## src/rtl/ts_pkg.sv

```systemverilog
// Shared constants and types for the serial-to-parallel TS front end.
// Pure definitions; no logic, no latency.
// No flow control; consumers import what they need.
package ts_pkg;

    localparam logic [7:0] TS_SYNC_BYTE   = 8'h47;
    localparam int         TS_PKT_LEN_188 = 188;
    localparam int         TS_PKT_LEN_204 = 204;

    // Packet alignment state: hunting for a sync strobe, or tracking packets.
    typedef enum logic {
        HUNT   = 1'b0,
        LOCKED = 1'b1
    } lock_state_t;

    // Bits needed to index every bit position of one packet.
    function automatic int ts_bcnt_w(input int pkt_len);
        return $clog2(pkt_len * 8);
    endfunction

endpackage

```

## src/rtl/ts_sat_counter.sv

```systemverilog
// Saturating event counter; sticks at all-ones instead of wrapping.
// Latency: count visible one clock after the increment strobe.
// No backpressure; an increment at saturation is silently absorbed.
module ts_sat_counter #(
    parameter int CNT_W = 16
) (
    input  logic             clk,
    input  logic             rst_n,
    input  logic             inc,
    output logic [CNT_W-1:0] cnt
);

    // Count up on each strobe until every bit is set, then hold.
    always_ff @(posedge clk or negedge rst_n) begin
        if (!rst_n) begin
            cnt <= '0;
        end else if (inc && (cnt != '1)) begin
            cnt <= cnt + 1'b1;
        end
    end

endmodule

```

## src/rtl/ts_ser2par.sv

```systemverilog
// Serial TS to PAR_W-bit parallel words, packet aligned on sync; optional stats via TS_SER2PAR_STATS_EN.
// Latency: word strobe one clock after its last serial bit; err_sync one clock after the offending bit.
// No backpressure: the serial source cannot be stalled, gaps are expressed with ts_ser_i_valid=0.
module ts_ser2par
    import ts_pkg::*;
#(
    parameter int         PAR_W     = 8,
    parameter int         PKT_LEN   = TS_PKT_LEN_188,
    parameter logic [7:0] SYNC_BYTE = TS_SYNC_BYTE,
    parameter int         CNT_W     = 16
) (
    input  logic             ts_ser_i_clk,
    input  logic             rst_n,
    input  logic             ts_ser_i_data,
    input  logic             ts_ser_i_sync,
    input  logic             ts_ser_i_valid,
    output logic [PAR_W-1:0] ts_par_o_data,
    output logic             ts_par_o_sync,
    output logic             ts_par_o_valid,
    output logic             locked,
    output logic             err_sync
`ifdef TS_SER2PAR_STATS_EN
    ,
    output logic [CNT_W-1:0] pkt_cnt,
    output logic [CNT_W-1:0] err_cnt
`endif
);

    localparam int PKT_BITS = PKT_LEN * 8;
    localparam int BCNT_W   = ts_bcnt_w(PKT_LEN);
    localparam int WSEL_W   = $clog2(PAR_W);

    // Reject configurations the word slicing and counters cannot support.
    if (!((PAR_W == 8) || (PAR_W == 16) || (PAR_W == 32)) ||
        !((PKT_LEN == TS_PKT_LEN_188) || (PKT_LEN == TS_PKT_LEN_204)) ||
        ((PKT_BITS % PAR_W) != 0) || (CNT_W < 1)) begin : g_bad_param
        $error("ts_ser2par: illegal parameter combination");
    end

    lock_state_t       state;
    logic [BCNT_W-1:0] bcnt;
    logic [PAR_W-1:0]  sr;

    logic [PAR_W-1:0]  sr_nxt;
    logic              hunt_start;
    logic              early_sync;
    logic              miss_sync;
    logic              shift_ok;
    logic              byte_bad;
    logic              word_done;
    logic              pkt_last;
    logic              err_evt;

    // Classify the incoming bit; the error cases are mutually exclusive by construction.
    always_comb begin
        sr_nxt     = {sr[PAR_W-2:0], ts_ser_i_data};
        hunt_start = ts_ser_i_valid && (state == HUNT) && ts_ser_i_sync;
        early_sync = ts_ser_i_valid && (state == LOCKED) && ts_ser_i_sync && (bcnt != '0);
        miss_sync  = ts_ser_i_valid && (state == LOCKED) && !ts_ser_i_sync && (bcnt == '0);
        shift_ok   = ts_ser_i_valid && (state == LOCKED) && !early_sync && !miss_sync;
        // Bit 7 completes the sync byte; a bad one kills the packet before any word leaves.
        byte_bad   = shift_ok && (bcnt == BCNT_W'(7)) && (sr_nxt[7:0] != SYNC_BYTE);
        word_done  = shift_ok && !byte_bad && (bcnt[WSEL_W-1:0] == '1);
        pkt_last   = (bcnt == BCNT_W'(PKT_BITS - 1));
        err_evt    = early_sync || miss_sync || byte_bad;
    end

    // Alignment FSM with registered word, sync and error outputs.
    always_ff @(posedge ts_ser_i_clk or negedge rst_n) begin
        if (!rst_n) begin
            state          <= HUNT;
            bcnt           <= '0;
            sr             <= '0;
            ts_par_o_data  <= '0;
            ts_par_o_sync  <= 1'b0;
            ts_par_o_valid <= 1'b0;
            err_sync       <= 1'b0;
        end else begin
            ts_par_o_valid <= 1'b0;
            ts_par_o_sync  <= 1'b0;
            err_sync       <= err_evt;
            if (ts_ser_i_valid) begin
                // Shifting in HUNT is harmless: stale bits leave before a word completes.
                sr <= sr_nxt;
                case (state)
                    HUNT: begin
                        if (hunt_start) begin
                            state <= LOCKED;
                            bcnt  <= BCNT_W'(1);
                        end
                    end
                    LOCKED: begin
                        if (early_sync) begin
                            bcnt <= BCNT_W'(1);
                        end else if (miss_sync || byte_bad) begin
                            state <= HUNT;
                            bcnt  <= '0;
                        end else begin
                            bcnt <= pkt_last ? '0 : bcnt + 1'b1;
                            if (word_done) begin
                                ts_par_o_data  <= sr_nxt;
                                ts_par_o_valid <= 1'b1;
                                ts_par_o_sync  <= (bcnt == BCNT_W'(PAR_W - 1));
                            end
                        end
                    end
                    default: begin
                        state <= HUNT;
                        bcnt  <= '0;
                    end
                endcase
            end
        end
    end

    assign locked = (state == LOCKED);

`ifdef TS_SER2PAR_STATS_EN
    ts_sat_counter #(.CNT_W(CNT_W)) u_pkt_cnt (
        .clk   (ts_ser_i_clk),
        .rst_n (rst_n),
        .inc   (word_done && pkt_last),
        .cnt   (pkt_cnt)
    );

    ts_sat_counter #(.CNT_W(CNT_W)) u_err_cnt (
        .clk   (ts_ser_i_clk),
        .rst_n (rst_n),
        .inc   (err_evt),
        .cnt   (err_cnt)
    );
`endif

endmodule

```

## config.mk

```make
export PLATFORM = sky130hd
export DESIGN_NAME = ts_ser2par
export DESIGN_NICKNAME = d
export VERILOG_FILES = /design/src/rtl/ts_pkg.sv /design/src/rtl/ts_sat_counter.sv /design/src/rtl/ts_ser2par.sv
export SDC_FILE = /design/constraint.sdc
export NUM_CORES = 1
export LEC_CHECK = 0
export CAP_MARGIN = 20
export CORE_UTILIZATION = 55
export DETAILED_ROUTE_END_ITERATION = 7
export PLACE_DENSITY = 0.76
export SYNTH_ARGS = -nofsm -noshare
export SYNTH_HDL_FRONTEND = slang
export SYNTH_HIERARCHICAL = 1
export SYNTH_SLANG_ARGS = --single-unit
```

## constraint.sdc

```tcl
create_clock -name ts_ser_i_clk -period 6.6 [get_ports ts_ser_i_clk]
set_input_delay 1.32 -clock ts_ser_i_clk [delete_from_list [all_inputs] [get_ports ts_ser_i_clk]]
set_output_delay 1.32 -clock ts_ser_i_clk [all_outputs]
set_load 0.01 [all_outputs]
```

======== Yosys cells after proc, flatten, opt, wreduce, memory -nomap -nowiden ========
Cells that the tools add are included.
storage, ports and cells
  bits in writable memories ............... 0
  memory bits (read-only) ................. 0
  logic and storage cells ................. 59
  latch bits .............................. 0
  register bits ........................... 30
  memories ................................ 0
  bits of input ports ..................... 5
  output and inout bits ................... 12
cells by class
  add/subtract/negate cells ............... 1
  eq/ne operators ......................... 5
  divide/modulo/power cells ............... 0
  reduce and logical (&&, ||, !) cells .... 24
  $mul .................................... 0
  magnitude comparators ................... 0
  shifts and indexed selects .............. 0
  bitwise gates (word level) .............. 3
  mux-type cells .......................... 19
operators by type and width
  kind                                                   number
  2-to-1 mux 11 bit                                      4
  case mux 11 bit (2 select lines)                       1
  logical AND 1 bit                                      13
  2-to-1 mux 1 bit                                       13
  adder 11 x 1 -> 11 bit, second input constant          1
  equality test 11 bit, second input constant            1
  equality test 11 x 3 -> 1 bit, second input constant   1
  zero test 11 bit                                       1
  nonzero test 11 bit                                    1
  inequality test 8 x 7 -> 1 bit, second input constant  1
  AND reduction 5 bit                                    1
  zero test 1 bit                                        4
  equality test 3 bit, second input constant             1
  logical OR 1 bit                                       3
  inverter 1 bit                                         3
  inequality test 2 bit, second input constant           1
  case mux 1 bit (2 select lines)                        1
  AND reduction 2 bit                                    1

======== Depth between registers and ports, before layout ========
Gate-level depths: netlist of the first run.
  depth after elaboration ................. 16
  mapped depth ............................ 8
  mapped depth without buffers ............ 7

======== Worst setup path after synthesis of the first run ========
No wires, ideal clock.
  kind .................................... input to register
  start ................................... in ts_ser_i_sync
  end ..................................... reg ts_par_o_data[0]
  cell stages on the path ................. 5
  data arrival time ....................... 2.269 ns
  slack ................................... 4.206 ns
  data required time ...................... 6.475 ns
  library setup time ...................... 0.125 ns
  path buffers ............................ 1
  path through ............................ nor4_4 -> a21oi_2 -> and3_4 -> buf_12 -> mux2_4
on the way
  cells in the longest elaborated chain, start to end .. 11
  elaborated cells on any way between the ends .. 18
  those cells by class .................... bitwise: 2; reduce/logical: 16
RTL lines
  what                                                         line                                RTL
  from (decl)                                                  ts_ser2par.sv:15                    input logic ts_ser_i_sync,
  logical AND 1 bit / zero test 1 bit (equally long branches)  ts_ser2par.sv:58, ts_ser2par.sv:59
  logical AND 1 bit, on equally long branches                  ts_ser2par.sv:58, ts_ser2par.sv:59
  zero test 1 bit / logical AND 1 bit (equally long branches)  ts_ser2par.sv:60, ts_ser2par.sv:59
  logical AND 1 bit / zero test 1 bit (equally long branches)  ts_ser2par.sv:60                    shift_ok = ts_ser_i_valid && (state == LOCKED) && !early_sync && !miss_sync;
  logical AND 1 bit                                            ts_ser2par.sv:60
  logical AND 1 bit (2 in series)                              ts_ser2par.sv:62                    byte_bad = shift_ok && (bcnt == BCNT_W'(7)) && (sr_nxt[7:0] != SYNC_BYTE);
  zero test 1 bit                                              ts_ser2par.sv:63                    word_done = shift_ok && !byte_bad && (bcnt[WSEL_W-1:0] == '1);
  logical AND 1 bit (2 in series)                              ts_ser2par.sv:63
  AND reduction 5 bit (no line) *                              n/a
  to (signal assigned)                                         ts_ser2par.sv:101                   ts_par_o_data <= sr_nxt;
  to (decl)                                                    ts_ser2par.sv:17                    output logic [PAR_W-1:0] ts_par_o_data,
Every way passes the cells marked *; elsewhere a longest branch is shown, timed or not.
A chain may end at the register's enable or synchronous reset.

======== Worst setup path after layout of the first run ========
  start ................................... in ts_ser_i_valid
  end ..................................... reg ts_par_o_data[7]
on the way
  cells in the longest elaborated chain, start to end .. 12
  elaborated cells on any way between the ends .. 18
  those cells by class .................... bitwise: 2; reduce/logical: 16
RTL lines
  what                             line                                                  RTL
  from (decl)                      ts_ser2par.sv:16                                      input logic ts_ser_i_valid,
  logical AND 1 bit                ts_ser2par.sv:58, ts_ser2par.sv:59, ts_ser2par.sv:60
  logical AND 1 bit (2 in series)  ts_ser2par.sv:58                                      early_sync = ts_ser_i_valid && (state == LOCKED) && ts_ser_i_sync && (bcnt != '0);
  zero test 1 bit                  ts_ser2par.sv:60
  logical AND 1 bit (2 in series)  ts_ser2par.sv:60
  logical AND 1 bit (2 in series)  ts_ser2par.sv:62
  zero test 1 bit                  ts_ser2par.sv:63
  logical AND 1 bit (2 in series)  ts_ser2par.sv:63
  AND reduction 5 bit (no line) *  n/a
Marks and branches as above.

==> impl_metrics.tcl, run 1 <==
set metrics [dict create \
    clk_path_buf_depth 2 \
    die_h_um 53.84 \
    drt_iter0_markers 15 \
    core_mm2 0.002500 \
    cts_max_level 2 \
    yosys.area_share.simple_pct 17.87 \
    grt_pass1_vias 937 \
    hold_buffers 0 \
    rsz0062_at_grt "false" \
    cts_resized 0 \
    clk-insertion-delay-late_ps 330 \
    portBuffers 16 \
    slew_violations 0 \
    path_clk_slew_ps 90 \
    worst_ep_required_time_ps 6820 \
    area_growth_pct 16.43 \
    viasPerCell 5.614 \
    final_cells 176 \
    syn-num-nets 131 \
    arrival_ps 3080 \
    status "finished clean" \
    hpwl_um 1807 \
    finalSetupTns_ps 0 \
    power.total_mw 0.5890 \
    root_buffer "clkbuf_4" \
    hold_path_class "register to register" \
    slew-limit-headroom_pct 72.28 \
    hold_viol 0 \
    io-pin-count 17 \
    drc 0 \
    antenna_found_initial 0 \
    worst_setup_path_start_kind "input pin" \
    avgSynthCellArea_um2 12.01 \
    grt_usage_pct 21.00 \
    worst-slew-pin-transition_ps 414.5 \
    cp-end-kind "register" \
    p_leak_nw 0.7230 \
    powerDensity_mw_per_mm2 342.3 \
    fin_crit_sh_pct 43.36 \
    synthAdderAreaFrac_pct 2.540 \
    max-vdd-ir-drop_mv 0.3010 \
    crit_fanout 11 \
    synth_compound_area_share_pct 7.367 \
    finClkSkew_ps 5.999 \
    num_vias 988 \
    grt_pass1_wl_um 4084 \
    antenna_cells 0 \
    wirelength_um 2540 \
    grt_overflow_total 0 \
    synth_edf_count 0 \
    num_rows 18 \
    cap_violations 0 \
    drtPass1Iterations 4 \
    cts_sinks 30 \
    postRouteAntennaNets 0 \
    synthFlopType "dfrtp_1" \
    ys_ff_latch 30 \
    dieArea_mm2 0.002898 \
    yosys_warnings 6 \
    synthArstFlopShare_pct 100.0 \
    syn-cell-area_mm2 0.001478 \
    die_x_um 53.84 \
    grt_max_degree 31 \
    yosysUniqueCellTypes 37 \
    wl_per_cell_um 14.43 \
    layout-drive-gt1-share_pct 23.29 \
    synth-xor-area-share_pct 4.149 \
    fin_crit_ps 2862 \
    synth_top_family_by_area "simple AND/OR/NAND/NOR gates" \
    muxShareOfSynthArea_pct 14.14 \
    ys_seq_area_share_pct 50.80 \
    synthCells 123 \
    place_congestion 0.8083 \
    fmax_mhz 349.4 \
    initial_core_util_pct 59.11 \
    cts_buffers 5 \
    finalSetupViolations 0 \
    final_nets 153 \
    cts_tree "built" \
    dp.cells 167 \
    postCtsSetupRepairBufs 0 \
    crit_type "input pin to register" \
]
## path summary, 6_finish.rpt
check | startpoint | to | slack [ps] | cells after the start
max | ts_ser_i_valid | ts_par_o_data[7] | 3740 | 5
min | ts_par_o_data[2] | ts_par_o_data[2] | 520 | 1
max reg2reg | bcnt[4] | ts_par_o_data[7] | 4290 | 5
min reg2reg | ts_par_o_data[2] | ts_par_o_data[2] | 520 | 1
max in group asynchronous | rst_n | ts_par_o_data[6] | 4960 | 2
min in group asynchronous | rst_n | ts_par_o_data[1] | 1360 | 2
## synth_stat cells, types with 2 or more instances
cell type	number	share of area, %
clkbuf_1	2	0.51
dfrtp_1	30	51
ha_1	3	2.5
inv_1	5	1.3
mux2_2	7	5.3
mux2_4	8	8.1
nand2_1	12	3.0
nand3_1	5	1.7
nand4_1	2	0.85
nor2_1	4	1.0
nor3_1	3	1.0
o21ai_0	11	3.7
or4_4	2	1.5
xnor2_1	5	3.0
xor2_1	2	1.2
## layout make-up
type                            count  area (um^2)
Multi-Input combinational cell     85        680.7
Inverter                            5        18.77
Clock inverter                      1        5.005
Fill cell                         194        779.5
Timing Repair Buffer               18        172.7
Tap cell                           30        37.54
Clock buffer                        7        55.05
Sequential cell                    30        750.7
## power by group
part / switching (mW) / internal, mW / total, mW
logic: 0.0829 / 0.121 / 0.204
clock network: 0.0629 / 0.0515 / 0.114
registers: 0.0385 / 0.232 / 0.270
## stage by stage
| step | util (%) | worst slack [ps] | hold slack, ps | cell area (um^2) |
|---|---|---|---|---|
| floorplan | - | 4206 | 497.1 | 1478 |
| global placement | 66.22 | 3411 | 494.6 | 1655 |
| detailed placement | 66.22 | 3378 | 496.9 | 1655 |
| CTS | 68.62 | 3745 | 521.3 | 1715 |
| global route | 68.82 | 3716 | 540.6 | 1720 |
| finish | 68.82 | 3738 | 517.9 | 1720 |
## layout by cell type (no fill, tap or decap), types with 2 or more instances in the layout
cell / n
inv_1: 5
mux2_2: 7
xor2_1: 2
nor3_1: 3
xnor2_1: 5
dfrtp_1: 30
or4_4: 2
ha_1: 3
o21ai_0: 11
nand4_1: 2
clkdlybuf4s50_1: 16
clkbuf_4: 5
nand3_1: 5
nor2_1: 4
mux2_4: 8
nand2_1: 12
## cell families (layout without fill, tap and decap cells)
group | Yosys count | after routing
XOR/XNOR | 7 | 7
AND/OR/NAND/NOR | 42 | 42
flip-flops | 30 | 30
AO/OA/AOI/OAI | 17 | 17
buffers and inverters | 8 | 31
adder cells (fa/ha/maj) | 3 | 3
multiplexers | 16 | 16
## state kept, by name, summed over array words and instances, names as in the netlist
register and cells:
bcnt 11, err_sync 1, locked 1, sr 7, ts_par_o_data 8, ts_par_o_sync 1, ts_par_o_valid 1
## critical path, cell delays in order
cell	delay, ps
clkdlybuf4s50_1	720
and2_2	240
and2_4	170
and3_4	300
mux2_4	320
## layer usage
| layer | share of wire (%) | GRT usage, % |
|---|---|---|
| met5 | 0 | 0 |
| met2 | 49 | 34.16 |
| met4 | 2.0 | 9.211 |
| met3 | 4.6 | 8.475 |
| met1 | 44 | 24.14 |
Power figures use the tool's default switching activity.
==> inputs of run 2 (changes only) <==
--- a/config.mk
+++ b/config.mk
@@ -6,9 +6,9 @@
 export NUM_CORES = 1
 export LEC_CHECK = 0
 export CAP_MARGIN = 20
-export CORE_UTILIZATION = 55
+export CORE_UTILIZATION = 49
 export DETAILED_ROUTE_END_ITERATION = 7
-export PLACE_DENSITY = 0.76
+export PLACE_DENSITY = 0.72
 export SYNTH_ARGS = -nofsm -noshare
 export SYNTH_HDL_FRONTEND = slang
 export SYNTH_HIERARCHICAL = 1
==> constraint.sdc (replaced) <==
create_clock -name ts_ser_i_clk -period 2.4 [get_ports ts_ser_i_clk]
set_input_delay 0.48 -clock ts_ser_i_clk [delete_from_list [all_inputs] [get_ports ts_ser_i_clk]]
set_output_delay 0.48 -clock ts_ser_i_clk [all_outputs]
set_load 0.01 [all_outputs]
==> run 2 against run 1 <==
The flow now finishes with violations (design-rule violations). Critical path depth unchanged. Power rose to 2.8 times the previous value. Non-clock buffer count up 2. Design area up 1.1%. Worst hold slack better by 1.4 ps. Count of clock-buffer cells in the layout unchanged. Largest cell class unchanged. Highest routed layer unchanged.
==> impl_metrics.tcl, run 2 (same netlist as run 1, synthesis figures left out) <==
set metrics [dict create \
    p_int_mw 1.119 \
    fmax_mhz 434.4 \
    wl_per_cell_um 15.69 \
    wirelength_um 2809 \
    slew_violations 0 \
    combPwrFrac_pct 35.7 \
    nFillCells 235 \
    final_common_cell "dfrtp_1" \
    cts_resized 0 \
    regMostFlops "bcnt" \
    grt_usage_pct 20.96 \
    reg2reg_from "bcnt[4]" \
    crit_type "register to register" \
    clk_path_buf_depth 2 \
    portBuffers 16 \
    arrival_ps 2510 \
    hold_viol 0 \
    layout-drive-gt1-share_pct 24.32 \
    pwr-share-clk_pct 18.9 \
    path_clk_slew_ps 90 \
    postCtsSetupRepairBufs 0 \
    initial_core_util_pct 52.68 \
    cts_max_level 2 \
    p_leak_nw 0.7343 \
    grt_max_degree 31 \
    status "finished, violations left" \
    p_switching_mw 0.5268 \
    largest_reg_flops 11 \
    final_area_mm2 0.001739 \
    io-pin-count 17 \
    num_rows 19 \
    viasPerCell 5.547 \
    startpoint "bcnt[4]" \
    holdWs_ps 519.2 \
    fin_util_pct 62.00 \
    dp.cells 171 \
    multi_input_area_um2 680.7 \
    endpoint "ts_par_o_data[1]" \
    root_buffer "clkbuf_4" \
    antenna_cells 0 \
    grt_pass1_vias 1042 \
    hold_buffers 0 \
    cap_violations 0 \
    fin_crit_sh_pct 95.92 \
    crit_fanout 9 \
    core_mm2 0.002805 \
    finalSetupViolations 0 \
    drtPass1Iterations 6 \
    ff2ff_setup_slack_ps 100 \
    clk-insertion-delay-late_ps 330 \
    slew-limit-headroom_pct 74.50 \
    dpl_cell_area_mm2 0.001679 \
    postRouteAntennaNets 0 \
    fin_crit_ps 2302 \
    worst_setup_path_start_kind "register" \
    seq_area_um2 750.7 \
    reg.largest.list "bcnt (11), ts_par_o_data (8), sr (7)" \
    drt_iter0_markers 42 \
    hpwl_um 2055 \
    final_nets 155 \
    num_vias 993 \
    place_congestion 0.8337 \
    hold_path_class "input pin to async pin" \
    cts_buffers 5 \
    violations "design-rule violations" \
    layout_common_cells "dfrtp_1 (30), clkdlybuf4s50_1 (16), nand2_1 (12)" \
    cp-end-kind "register" \
    drc 4 \
    final_cells 179 \
    dieArea_mm2 0.003239 \
    cts_sinks 30 \
    area_growth_pct 17.70 \
    reg2reg_depth 5 \
    worst-slew-pin-transition_ps 382.4 \
    grt_overflow_total 0 \
    powerDensity_mw_per_mm2 946.3 \
    r2r-end "ts_par_o_data[1]" \
    die_h_um 56.92 \
    max-vdd-ir-drop_mv 0.4587 \
    die_x_um 56.92 \
    cts_tree "built" \
    seq_power_share_pct 45.3 \
    grt_pass1_wl_um 4974 \
    rsz0062_at_grt "false" \
    finalSetupTns_ps 0 \
    antenna_found_initial 0 \
    finClkSkew_ps 10.68 \
    worst_ep_required_time_ps 2610 \
    swShare_pct 32.01 \
]
==> run 2: metrics by stage <==
stage / setup slack (ps) / power, mW
4_1_cts: 95.64 / 1.666
6_report: 97.95 / 1.646
5_1_grt: 28.77 / 1.747
3_3_place_gp: 197.7 / 1.316
2_1_floorplan: 217.4 / 1.073
3_5_place_dp: 114.4 / 1.351
==> run 2: cell type report <==
class	count	share of cell area (%)
Clock buffer	7	3.165
Clock inverter	1	0.2878
Inverter	5	1.079
Multi-Input combinational cell	85	39.14
Sequential cell	30	43.17
Tap cell	31	2.230
Timing Repair Buffer	20	10.94
==> run 2: per-layer routing <==
metal / wire length, um / track usage (%) / share of wire [%] / up-vias
li1: - / - / - / 486
met1: 1239 / 25.26 / 44 / 486
met2: 1408 / 34.12 / 50 / 16
met3: 94 / 6.221 / 3.3 / 5
met4: 66 / 10.45 / 2.3 / 0
met5: 0 / 0 / 0 / -
==> run 2: worst min-delay path by stage <==
stage                      from                to  cells past startpoint  slack [ps]
5_1_grt        ts_par_o_data[5]  ts_par_o_data[5]                      1         540
4_1_cts                   rst_n  ts_par_o_data[0]                      2         520
3_5_place_dp   ts_par_o_data[5]  ts_par_o_data[5]                      1         500
3_3_place_gp   ts_par_o_data[5]  ts_par_o_data[5]                      1         500
6_report                  rst_n  ts_par_o_data[4]                      2         520
2_1_floorplan             rst_n           bcnt[0]                      0         180
==> run 2: worst max-delay path: stages (launching register included) <==
cell and delay, ps:
dfrtp_1 440, or4_4 610, o31ai_2 300, and2_4 220
and3_4 300, mux2_4 320
==> run 2: power by group through the flow <==
stage               clock, mW  combinational [mW]  sequential (mW)
CTS                     0.324               0.593            0.749
floorplan                   0               0.303            0.770
global placement            0               0.568            0.749
detailed placement          0               0.592            0.759
finish                  0.312               0.588            0.746
global route            0.344               0.638            0.766
